### config.mk
export PLATFORM = sky130hd
export DESIGN_NAME = fetch_sequencer_flat
export DESIGN_NICKNAME = d
export VERILOG_FILES = /design/src/rtl/rv_pkg.sv /design/src/rtl/fetch_sequencer_if.sv /design/src/rtl/PC_Plus4.sv /design/src/rtl/fetch_skid_buf.sv /design/src/rtl/fetch_sequencer.sv /design/src/flat_wrapper.sv
export SDC_FILE = /design/constraint.sdc
export NUM_CORES = 1
export LEC_CHECK = 0
export ABC_AREA = 0
export CAP_MARGIN = 15
export CORE_UTILIZATION = 45
export CTS_CLUSTER_DIAMETER = 40
export DETAILED_ROUTE_END_ITERATION = 10
export GPL_ROUTABILITY_DRIVEN = 1
export GPL_TIMING_DRIVEN = 0
export PLACE_DENSITY = 0.71
export SLEW_MARGIN = 20
export SYNTH_ARGS = -nofsm -noshare
export SYNTH_HDL_FRONTEND = slang
export SYNTH_SLANG_ARGS = --single-unit
### constraint.sdc
create_clock -name clk -period 2.2 [get_ports clk]
set_input_delay 0.22 -clock clk [delete_from_list [all_inputs] [get_ports clk]]
set_output_delay 0.22 -clock clk [all_outputs]
set_load 0.005 [all_outputs]
### src/rtl/rv_pkg.sv
// Shared fetch-side definitions: datapath width, canonical NOP and fetch FSM states.
package rv_pkg;
  localparam int          XLEN      = 32;
  localparam logic [31:0] INSTR_NOP = 32'h0000_0013;

  typedef enum logic [1:0] {
    ISSUE = 2'd0,
    WAIT  = 2'd1,
    KILL  = 2'd2
  } fetch_state_e;
endpackage

### src/rtl/fetch_sequencer_if.sv
// I-cache request port and decode-side instruction handshake of the fetch sequencer.
interface fetch_sequencer_if #(
  parameter int XLEN = 32
) ();
  logic            icache_req;
  logic [XLEN-1:0] icache_addr;
  logic            icache_ready;
  logic [XLEN-1:0] icache_rdata;
  logic            instr_valid;
  logic            instr_ready;
  logic [XLEN-1:0] instr;
  logic [XLEN-1:0] instr_pc;

  modport master (
    output icache_req, icache_addr, instr_valid, instr, instr_pc,
    input  icache_ready, icache_rdata, instr_ready
  );

  modport slave (
    input  icache_req, icache_addr, instr_valid, instr, instr_pc,
    output icache_ready, icache_rdata, instr_ready
  );
endinterface

### src/rtl/PC_Plus4.sv
// Sequential-PC incrementer; wraps modulo 2^XLEN with no carry out.
module PC_Plus4 #(
  parameter int XLEN = 32
) (
  input  logic [XLEN-1:0] pc,
  output logic [XLEN-1:0] sum
);
  assign sum = pc + XLEN'(4);
endmodule

### src/rtl/fetch_skid_buf.sv
// Output register plus one-entry skid; oldest entry always sits in the head register.
module fetch_skid_buf #(
  parameter int XLEN = 32
) (
  input  logic            clk,
  input  logic            rst_n,
  input  logic            flush,
  input  logic            load,
  input  logic [XLEN-1:0] load_instr,
  input  logic [XLEN-1:0] load_pc,
  input  logic            head_ready,
  output logic            head_valid,
  output logic [XLEN-1:0] head_instr,
  output logic [XLEN-1:0] head_pc,
  output logic            skid_full
);
  logic [XLEN-1:0] skid_instr;
  logic [XLEN-1:0] skid_pc;
  logic            advance;

  // Head may be (re)loaded when empty or being consumed this cycle.
  assign advance = !head_valid || head_ready;

  always_ff @(posedge clk or negedge rst_n) begin
    if (!rst_n) begin
      head_valid <= 1'b0;
      head_instr <= '0;
      head_pc    <= '0;
      skid_full  <= 1'b0;
      skid_instr <= '0;
      skid_pc    <= '0;
    end else if (flush) begin
      head_valid <= 1'b0;
      skid_full  <= 1'b0;
    end else if (advance) begin
      if (skid_full) begin
        head_valid <= 1'b1;
        head_instr <= skid_instr;
        head_pc    <= skid_pc;
        skid_full  <= load;
        if (load) begin
          skid_instr <= load_instr;
          skid_pc    <= load_pc;
        end
      end else begin
        head_valid <= load;
        if (load) begin
          head_instr <= load_instr;
          head_pc    <= load_pc;
        end
      end
    end else if (load) begin
      skid_full  <= 1'b1;
      skid_instr <= load_instr;
      skid_pc    <= load_pc;
    end
  end
endmodule

### src/rtl/fetch_sequencer.sv
// Instruction-fetch controller: owns the PC, issues one I-cache fetch at a time,
// buffers responses for decode and squashes work on execute redirects.
module fetch_sequencer #(
  parameter int              XLEN         = 32,
  parameter logic [XLEN-1:0] RESET_VECTOR = '0
) (
  input  logic              clk,
  input  logic              rst_n,
  input  logic              fetch_en,
  input  logic              redirect_valid,
  input  logic [XLEN-1:0]   redirect_target,
  output logic [XLEN-1:0]   PC,
  fetch_sequencer_if.master bus
);
  import rv_pkg::*;

  fetch_state_e    state, state_nxt;
  logic [XLEN-1:0] pc_plus4;
  logic [XLEN-1:0] kill_addr;
  logic            req;
  logic            capture;
  logic            skid_full;

  PC_Plus4 #(.XLEN(XLEN)) u_pc_plus4 (
    .pc  (PC),
    .sum (pc_plus4)
  );

  always_ff @(posedge clk or negedge rst_n) begin
    if (!rst_n) state <= ISSUE;
    else        state <= state_nxt;
  end

  always_comb begin
    state_nxt = state;
    if (redirect_valid) begin
      state_nxt = (req && !bus.icache_ready) ? KILL : ISSUE;
    end else begin
      case (state)
        ISSUE:   if (req && !bus.icache_ready) state_nxt = WAIT;
        WAIT:    if (bus.icache_ready) state_nxt = ISSUE;
        KILL:    if (bus.icache_ready) state_nxt = ISSUE;
        default: state_nxt = ISSUE;
      endcase
    end
  end

  // Request is gated by rst_n so it drops the instant reset asserts.
  always_comb begin
    req = 1'b0;
    case (state)
      ISSUE:   req = rst_n && fetch_en && !skid_full;
      WAIT:    req = rst_n;
      KILL:    req = rst_n;
      default: req = 1'b0;
    endcase
    capture = req && bus.icache_ready && (state != KILL) && !redirect_valid;
  end

  always_ff @(posedge clk or negedge rst_n) begin
    if (!rst_n)              PC <= RESET_VECTOR & ~XLEN'(3);
    else if (redirect_valid) PC <= redirect_target & ~XLEN'(3);
    else if (capture)        PC <= pc_plus4;
  end

  // The killed request keeps its original address until the cache answers.
  always_ff @(posedge clk or negedge rst_n) begin
    if (!rst_n)                                kill_addr <= '0;
    else if (redirect_valid && state != KILL) kill_addr <= PC;
  end

  assign bus.icache_req  = req;
  assign bus.icache_addr = (state == KILL) ? kill_addr : PC;

  fetch_skid_buf #(.XLEN(XLEN)) u_skid (
    .clk        (clk),
    .rst_n      (rst_n),
    .flush      (redirect_valid),
    .load       (capture),
    .load_instr (bus.icache_rdata),
    .load_pc    (bus.icache_addr),
    .head_ready (bus.instr_ready),
    .head_valid (bus.instr_valid),
    .head_instr (bus.instr),
    .head_pc    (bus.instr_pc),
    .skid_full  (skid_full)
  );
endmodule

### src/flat_wrapper.sv
// flat-port wrapper written by rule: the top's interface ports become plain ports
module fetch_sequencer_flat import rv_pkg::*;
#(
  parameter int              XLEN         = 32,
  parameter logic [XLEN-1:0] RESET_VECTOR = '0
)
  (clk, rst_n, fetch_en, redirect_valid, redirect_target, PC, bus_icache_req, bus_icache_addr, bus_instr_valid, bus_instr, bus_instr_pc, bus_icache_ready, bus_icache_rdata, bus_instr_ready);
  fetch_sequencer_if #(.XLEN(XLEN)) bus_i ();
  input  logic clk;
  input  logic rst_n;
  input  logic fetch_en;
  input  logic redirect_valid;
  input  logic [XLEN-1:0] redirect_target;
  output logic [XLEN-1:0] PC;
  output wire logic [$bits(bus_i.icache_req)-1:0] bus_icache_req;
  output wire logic [$bits(bus_i.icache_addr)-1:0] bus_icache_addr;
  output wire logic [$bits(bus_i.instr_valid)-1:0] bus_instr_valid;
  output wire logic [$bits(bus_i.instr)-1:0] bus_instr;
  output wire logic [$bits(bus_i.instr_pc)-1:0] bus_instr_pc;
  input wire logic [$bits(bus_i.icache_ready)-1:0] bus_icache_ready;
  input wire logic [$bits(bus_i.icache_rdata)-1:0] bus_icache_rdata;
  input wire logic [$bits(bus_i.instr_ready)-1:0] bus_instr_ready;
  assign bus_icache_req = bus_i.icache_req;
  assign bus_icache_addr = bus_i.icache_addr;
  assign bus_instr_valid = bus_i.instr_valid;
  assign bus_instr = bus_i.instr;
  assign bus_instr_pc = bus_i.instr_pc;
  assign bus_i.icache_ready = bus_icache_ready;
  assign bus_i.icache_rdata = bus_icache_rdata;
  assign bus_i.instr_ready = bus_instr_ready;
  fetch_sequencer #(.XLEN(XLEN), .RESET_VECTOR(RESET_VECTOR)) u_core (.clk(clk), .rst_n(rst_n), .fetch_en(fetch_en), .redirect_valid(redirect_valid), .redirect_target(redirect_target), .PC(PC), .bus(bus_i));
endmodule
Yosys cells after proc, flatten, opt, wreduce, memory -nomap -nowiden
Index checks and enable logic that the tools add are counted.
Word-level totals
  output and inout bits: 130
  input port bits: 70
  logic and storage cells: 64
  register bits after elaboration: 196
Operators by class
  equal/unequal tests: 6
  multiplexer cells: 26
  add/sub/neg operators: 1
  bitwise gates (word level): 1
  reduce and logical (&&, ||, !) cells: 21
Operators by type and width (count)
  $mux 32: 13
  $add 32x3->32 const B: 1
  $mux 2: 4
  $logic_and 1x1->1: 7
  $mux 1: 7
  $reduce_bool 2->1: 3
  $logic_not 1->1: 4
  $ne 2x2->1 const B: 2
  $pmux 2 s2: 1
  $reduce_and 2->1: 2
  $ne 3x1->1 const B: 1
  $ne 3x2->1 const B: 1
  $reduce_and 3->1: 1
  $reduce_bool 3->1: 1
  $eq 2x1->1 const B: 1
  $eq 2x2->1 const B: 1
  $logic_not 2->1: 1
  $pmux 1 s2: 1
  $reduce_or 2->1: 1
  $logic_or 1x1->1: 1
  $not 1->1: 1

Depth between registers and ports, before layout
Gate-level depths: netlist (run 1).
  word-level depth: 9
  mapped depth: 9

By module
From an unflattened synthesis (run 1), not the netlist that was laid out.
Unflattened totals
  cells, all modules: 736
  area total of the unflattened synthesis: 9675.5 um^2
By module, submodules not included
  fetch_skid_buf: cells each 352, seq. area each 3253.1 um^2, area an instance 5637.9 um^2, times used 1
  fetch_sequencer: cells each 301, seq. area each 1651.6 um^2, area an instance 3457.1 um^2, times used 1
  PC_Plus4: cells each 83, seq. area each 0.0 um^2, area an instance 580.6 um^2, times used 1

Least setup slack after synthesis (run 1)
Ideal clock, no wire load.
  path type: reg-to-reg
  from: register u_core.state[0]
  to: register u_core.u_skid.head_instr[0]
  stages on the path, launching flop included: 10
  setup slack: -0.020 ns
  setup time: 0.125 ns
  arrival: 2.095 ns
  period minus slack after synthesis: 2.220 ns
  path through: dfrtp_1 inv_1 ha_1 and3b_1 clkbuf_2 o211ai_2 a211o_1 buf_2 buf_2 mux2_2
Between the ends
  word-level cells in the longest chain between the ends: 8
  elaborated cells on any way between the ends: 11
  those cells by class: eq/ne (3); mux (1); reduce/logical (7)
RTL lines
  start, declared: RTL line fetch_sequencer.sv:17  | fetch_state_e state, state_nxt;
  start signal, assigned: RTL line fetch_sequencer.sv:31  | else state <= state_nxt;
  $eq 2x1->1 or $eq 2x2->1 (tied branches): RTL line fetch_sequencer.sv:51  | case (state)
  $reduce_or 2->1 (no source line)
  $pmux 1 s2: RTL line fetch_sequencer.sv:51
  $logic_and 1x1->1: RTL line fetch_sequencer.sv:57  | capture = req && bus.icache_ready && (state != KILL) && !redirect_valid;
  $logic_and 1x1->1 * (2 in a row): RTL line fetch_sequencer.sv:57
  $reduce_bool 2->1 (no source line) *
  $reduce_and 3->1 (no source line) *
  end signal, assigned: RTL line fetch_skid_buf.sv:38  | head_instr <= skid_instr;
  end signal, assigned: RTL line fetch_skid_buf.sv:48  | head_instr <= load_instr;
  end, declared: RTL line fetch_skid_buf.sv:13  | output logic [XLEN-1:0] head_instr,
Mark *: on every way between the ends. The rest lies on a longest branch, timed or not.
A chain may end at the register's enable or synchronous reset.

Final worst setup path (run 1)
  from: register u_core.state[0]
  to: output bus_icache_addr[29]
Between the ends
  word-level cells in the longest chain between the ends: 2
RTL lines
  $eq 2x2->1: RTL line fetch_sequencer.sv:73  | assign bus.icache_addr = (state == KILL) ? kill_addr : PC;
  $mux 32: RTL line fetch_sequencer.sv:73
  end, declared: RTL line flat_wrapper.sv:16  | output wire logic [$bits(bus_i.icache_addr)-1:0] bus_icache_addr;
No other way between the ends.

==> run metrics, run 1 <==
status=complete, but fails checks; failing checks=hold timing, setup timing; Yosys cell types=52; DRT iter0 DRCs=294; Setup-failing EPs final=71; Post-DRT Antenna Nets=0; Top FF cell, synth=dfrtp_1; Critical Path Sink Type=output port; synthesis-to-layout area growth=47.2%; slew margin rel.=56.8%; clock sinks=between 150 and 200; most frequent cells in the layout=clkdlybuf4s50_1, dfrtp_1, mux2_2, nand2_1, mux2_4; initial core utilization=46.0%; fin crit share=108%; Pleak=0.00565 uW; total power=11300 uW; max_cap viols=0; Placed Instances=1207; clk_lat worst skew=0.43 ns; synthesized flop and latch total=between 150 and 200; Post-Place Setup Slack=-1.02 ns; antenna violations before repair=0; Vias=6883; largest net degree at the start of global routing=just over 80; final non-filler cell total=1281; FF-to-FF path depth=9; num ports=200; Tmin final=2.37 ns; post-synthesis xor/xnor area fraction=0.391%; syn_area_per_cell=12.0 um2; vias in the first global route=6906; internal reg-to-reg setup slack=-0.09 ns; CTS Hold Buffers Added=3; CP required=1.98 ns; nets@finish=1077; Slew @ Worst Pin=0.648 ns; CORE AREA=19500 um2; Filler cells=1443; share of layout cells above drive strength 1=approximately 37%; Hold Fails Final Rpt=79; DR pass1 iterations=5; Num CTS Buffers=17; RSZ-0062 raised after global routing=true; area share of fa/ha/maj cells after synthesis=0.559%; Die X=roughly 140 um; post-detailed-route wirelength per cell=19.0 um; gpl congestion=0.839; worst hold slack=-0.187 ns; Root Buffer=clkbuf_16; multiplexer area fraction after synthesis=27.1%; EDFF count, synth=0; post-layout util=67.8%; multi-input logic area=4360 um2; die area=about 20000 um2; ys async rst share=100%; sequential share of the synthesized area=52.5%; Clock Skews=0.00842 ns; Startpoint Class=register; clk slew on worst S/H paths=roughly 0.07 ns; synth warn=0; Hold WC Path Type=in -> async; TritonCTS clock tree=built; synthesized cell area=8960 um2; setup TNS=-4.34 ns; reg-to-reg endpoint=u_core.u_skid.head_pc[30]$_DFFE_PN0P_; Register Area=4720 um2; Total Wirelength=24400 um; largest family of logic cells by synthesized area=multiplexers; vias per inst=5.37; clock tree buffer depth=2; Inserted Diodes=0; first-pass GRT wire length=36800 um; Slew Viols, Final=0; DRC=0; simple-gate share of the synthesized area=between 10% and 20%; Max Fclk=422 MHz; Worst VDD drop=slightly below 0.6 mV; Cells after Synth=between 700 and 800; die span in y=around 140 um; setup slack after layout=-0.170 ns; CP arrival=~2.2 ns; htree depth=4; Port Buffers=190; pwr dens=853 nW/um2; Tot GR Track Use=23.5%; grt ovf=0; Max FO, Critical Path=10; Core Rows=51; Worst Setup Path Type=reg -> out; Compound-Gate Fraction of Synth Area=5.21%; FF-to-FF Start=u_core.state[1]$_DFFE_PN0P_; post-DP HPWL=about 16000 um
metrics by stage:
step | area, um2 | hold slack, ns
after floorplan | 8990 | -0.0756
after global placement | 11200 | 0.462
after detailed placement | 11300 | 0.119
after CTS | 12400 | -0.182
after global routing | 13200 | -0.159
final | 13200 | -0.187
worst max path at each step:
stage	slack [ns]	end	cells past startpoint	startpoint
floorplan	0.02	u_core.PC[24]$_DFFE_PN0P_	7	u_core.state[0]$_DFFE_PN0P_
global placement	-7.54	u_core.u_skid.skid_pc[6]$_DFFE_PN0P_	7	rst_n
detailed placement	-1.02	u_core.u_skid.skid_pc[6]$_DFFE_PN0P_	8	rst_n
CTS	-0.16	bus_icache_addr[9]	5	u_core.state[0]$_DFFE_PN0P_
global route	-0.22	bus_icache_addr[29]	5	u_core.state[0]$_DFFE_PN0P_
finish	-0.17	bus_icache_addr[29]	5	u_core.state[0]$_DFFE_PN0P_
state kept, by name, summed over array words and instances, names as in the netlist:
register / count
u_core.kill_addr: 30
u_core.PC: 30
u_core.u_skid.skid_instr: 32
u_core.state: 2
u_core.u_skid.skid_full: 1
u_core.u_skid.skid_pc: 30
u_core.u_skid.head_instr: 32
u_core.u_skid.head_valid: 1
u_core.u_skid.head_pc: 30
cell type report:
type	count	share of cell area, %
Clock inverter	9	1.01
Inverter	7	0.199
Tap cell	265	2.51
Multi-Input combinational cell	499	33.1
Clock buffer	23	3.70
Timing Repair Buffer	236	19.9
Buffer	54	3.86
Sequential cell	188	35.8
cells in the mapped netlist, drive strengths merged, types with 4 or more instances:
cell     count  area, um2
nand3       11       60.1
nor2        25       93.8
o31ai       17        128
dfrtp      188       4700
mux2       215       2420
nor2b        4       25.0
a31oi       20        125
or4         22        173
o21ai       12       60.1
o2111ai      4       35.0
nand4        6       43.8
nand2      111        417
ha           4       50.1
or3          5       31.3
inv          7       26.3
clkbuf      23       87.6
buf         34        186
worst max-delay path, cell delays in order (launching register included):
cell and delay (ns):
dfrtp_1 0.40, inv_2 0.11, ha_4 0.19, buf_8 0.17
mux2_2 0.39, clkdlybuf4s50_1 0.47
report_power, final:
group | internal, uW | switching (uW)
clock network | 1920 | 1350
registers | 4250 | 499
logic | 2160 | 1090
total | 8320 | 2930
what timing repair did:
action,4_1_cts,5_1_grt
buffers inserted,12,14
pin swaps,5,25
endpoints found under the setup margin,205,180
gates resized for setup,94,107
endpoints found under the hold margin,39,79
cloned,5,11
per-layer routing:
metal	wire (um)	GRT usage [%]	share of wire (%)
met4	560	8.49	2.3
met5	0	0	0
met3	1640	5.94	6.7
met2	11500	37.9	47
met1	10700	30.7	44
kinds of logic after synthesis:
group	after synthesis
flip-flops	188
adder cells (fa/ha/maj)	4
other	1
buffers and inverters	64
XOR/XNOR	4
AO/OA/AOI/OAI	67
multiplexers	216
AND/OR/NAND/NOR	201
(Power assumes the default switching activity.)
==> inputs of run 2 (changes only) <==
--- a/config.mk
+++ b/config.mk
@@ -13,6 +13,7 @@
 export GPL_ROUTABILITY_DRIVEN = 1
 export GPL_TIMING_DRIVEN = 0
 export PLACE_DENSITY = 0.71
+export SKIP_CTS_REPAIR_TIMING = 1
 export SLEW_MARGIN = 20
 export SYNTH_ARGS = -nofsm -noshare
 export SYNTH_HDL_FRONTEND = slang
==> run 2 against run 1 <==
Against the previous run: the flow finishes with violations (setup timing); wire length up 0.81%; clock skew down 0.0019 ns; sequential cell count unchanged.
==> run metrics, run 2 (synthesis results as in run 1) <==
status=complete, but fails checks (unchanged); failing checks=setup timing (was hold timing, setup timing); multi-input logic area=4260 um2 (was 4360 um2); post-DP HPWL=15700 um (unchanged); internal reg-to-reg setup slack=-0.12 ns (was -0.09 ns); clk_lat worst skew=0.43 ns (about the same); total power=11200 uW (was 11300 uW); DRT iter0 DRCs=354 (was 294); Worst VDD drop=0.662 mV (was 0.586 mV); Slew @ Worst Pin=0.713 ns (was 0.648 ns); antenna violations before repair=0 (unchanged); Max Fclk=429 MHz (was 422 MHz); vias per inst=5.38 (was 5.37); clock sinks=188 (unchanged); die area=20500 um2 (unchanged); Vias=6967 (was 6883); NetSw=2920 uW (was 2930 uW); clock tree buffer depth=2 (unchanged); nets@finish=1092 (was 1077); slew margin rel.=52.5% (was 56.8%); first-pass GRT wire length=35500 um (was 36800 um); Total Wirelength=24600 um (was 24400 um); gpl congestion=0.839 (unchanged); FF-to-FF Start=u_core.state[0]$_DFFE_PN0P_ (was u_core.state[1]$_DFFE_PN0P_); Tot GR Track Use=22.7% (was 23.5%); CP startpoint=u_core.state[1]$_DFFE_PN0P_ (was u_core.state[0]$_DFFE_PN0P_); share of layout cells above drive strength 1=37.6% (was 36.6%); CORE AREA=19500 um2 (unchanged); htree depth=4 (unchanged); Register Area=4720 um2 (about the same); DR top layer=met4 (unchanged); Core Rows=51 (unchanged); Sw Share=26.0% (was 26.1%); commonest non-fill, non-tap cell in the layout=mux2_2; Max FO, Critical Path=5 (was 10); max_cap viols=0 (unchanged); Regs by FF count=u_core.u_skid.head_instr x32, u_core.u_skid.skid_instr x32 (unchanged); crit-path max cell delay=0.45 ns (was 0.47 ns); WP buf/inv=4 (was 3); grt ovf=0 (unchanged); Stages on worst setup path=7 (was 5); Setup-failing EPs final=143 (was 71); synthesis-to-layout area growth=47.7% (was 47.2%); clk slew on worst S/H paths=0.07 ns (about the same); fin crit share=106% (was 108%); critical-path cell list=inv_2, ha_4, and3b_1, buf_6, o21ai_4, inv_1, clkdlybuf4s50_1 (was inv_2, ha_4, buf_8, mux2_2, clkdlybuf4s50_1); num ports=200 (unchanged); Post-Place Setup Slack=-1.02 ns (unchanged); Worst Setup Path Type=reg -> out (unchanged); Final Cell Area=13200 um2 (about the same); Internal=8320 uW (about the same); Tmin final=2.33 ns (was 2.37 ns); clock power share=29.0% (about the same); die span in y=143 um (unchanged); vias in the first global route=6665 (was 6906); critical path's top delay family=buffers and inverters (unchanged); CP required=1.98 ns (about the same); Startpoint Class=register (unchanged); setup slack after layout=-0.131 ns (was -0.170 ns); critical path endpoint=bus_icache_req (was bus_icache_addr[29]); Post-DRT Antenna Nets=0 (unchanged); TritonCTS clock tree=built (unchanged); Slew Viols, Final=0 (unchanged); Root Buffer=clkbuf_16 (unchanged); wl on met1=10600 um (was 10700 um); most frequent cells in the layout=mux2_2, dfrtp_1, clkdlybuf4s50_1, nand2_1, buf_4 (was clkdlybuf4s50_1, dfrtp_1, mux2_2, nand2_1, mux2_4); CP arrival=2.11 ns (was 2.15 ns); initial core utilization=46.0% (unchanged); reg-to-reg endpoint=u_core.u_skid.skid_instr[10]$_DFFE_PN0P_ (was u_core.u_skid.head_pc[30]$_DFFE_PN0P_); Hold WC Path Type=in -> reg (was in -> async); Clock Skews=0.00654 ns (was 0.00842 ns); slowest library cell on the worst path=clkdlybuf4s50_1 (unchanged); DR pass1 iterations=5 (unchanged); Hold Fails Final Rpt=0 (was 79); post-detailed-route wirelength per cell=19.0 um (about the same); Post-DP Area=11300 um2 (unchanged); Pleak=0.00586 uW (was 0.00565 uW); RSZ-0062 raised after global routing=true (unchanged); Gate power share=28.9% (was 28.8%); WL met2=11700 um (was 11500 um); Inserted Diodes=0 (unchanged); Port Buffers=190 (unchanged); Critical Path Sink Type=output port (unchanged); DRC=0 (unchanged); sequential share of power=42.2% (about the same); Die X=143 um (unchanged); Filler cells=1444 (was 1443); Num CTS Buffers=17 (unchanged); routed wl met3=1900 um (was 1640 um); FF-to-FF path depth=11 (was 9); pwr dens=850 nW/um2 (was 853 nW/um2); largest net degree at the start of global routing=82 (unchanged)
==> run 2: layer usage <==
layer,vias up,track usage (%)
met5,-,0
met4,0,7.87
met3,29,5.67
met2,247,35.6
met1,3489,30.4
li1,3202,-
==> run 2: stage by stage <==
stage	instances	utilization [%]	setup TNS [ns]	hold WS, ns
3_3_place_gp	1205	57.6	-2519.90	0.462
6_report	1296	68.0	-9.50	0.351
5_1_grt	1296	68.0	-23.21	0.354
4_1_cts	1239	61.2	-93.68	-0.338
3_5_place_dp	1207	58.0	-125.42	0.119
2_1_floorplan	750	-	0	-0.0756
==> run 2: layout make-up <==
type                            count  area share, %
Tap cell                          265           2.51
Clock buffer                       23           3.69
Multi-Input combinational cell    498           32.2
Sequential cell                   188           35.6
Inverter                            7          0.199
Clock inverter                      9           1.01
Buffer                             54           3.86
Timing Repair Buffer              252           20.9
==> run 2: worst register-to-register path: stages (launching register included) <==
cell,delay [ns]
dfrtp_1,0.41
inv_2,0.11
ha_4,0.15
and3b_1,0.17
buf_6,0.14
o211ai_4,0.14
buf_6,0.16
nor3_4,0.21
buf_12,0.18
buf_4,0.12
buf_12,0.10
mux2_2,0.33
==> run 2: how the worst min path moves through the flow <==
stage / from / to / slack (ns) / cells after the start
after floorplan: rst_n / u_core.PC[10]$_DFFE_PN0P_ / -0.08 / 0
after global placement: u_core.u_skid.skid_instr[15]$_DFFE_PN0P_ / u_core.u_skid.skid_instr[15]$_DFFE_PN0P_ / 0.46 / 1
after detailed placement: rst_n / u_core.PC[29]$_DFFE_PN0P_ / 0.12 / 1
after CTS: rst_n / u_core.PC[29]$_DFFE_PN0P_ / -0.34 / 1
after global routing: redirect_target[5] / u_core.PC[5]$_DFFE_PN0P_ / 0.35 / 3
final: redirect_target[17] / u_core.PC[17]$_DFFE_PN0P_ / 0.35 / 3
==> run 2: power groups by stage <==
stage	Clock, uW	Combinational, uW	Sequential [uW]
finish	3260	3250	4740
global route	3440	3500	4840
CTS	3310	3010	4720
detailed placement	0	3000	4770
global placement	0	2950	4760
floorplan	0	1140	4740
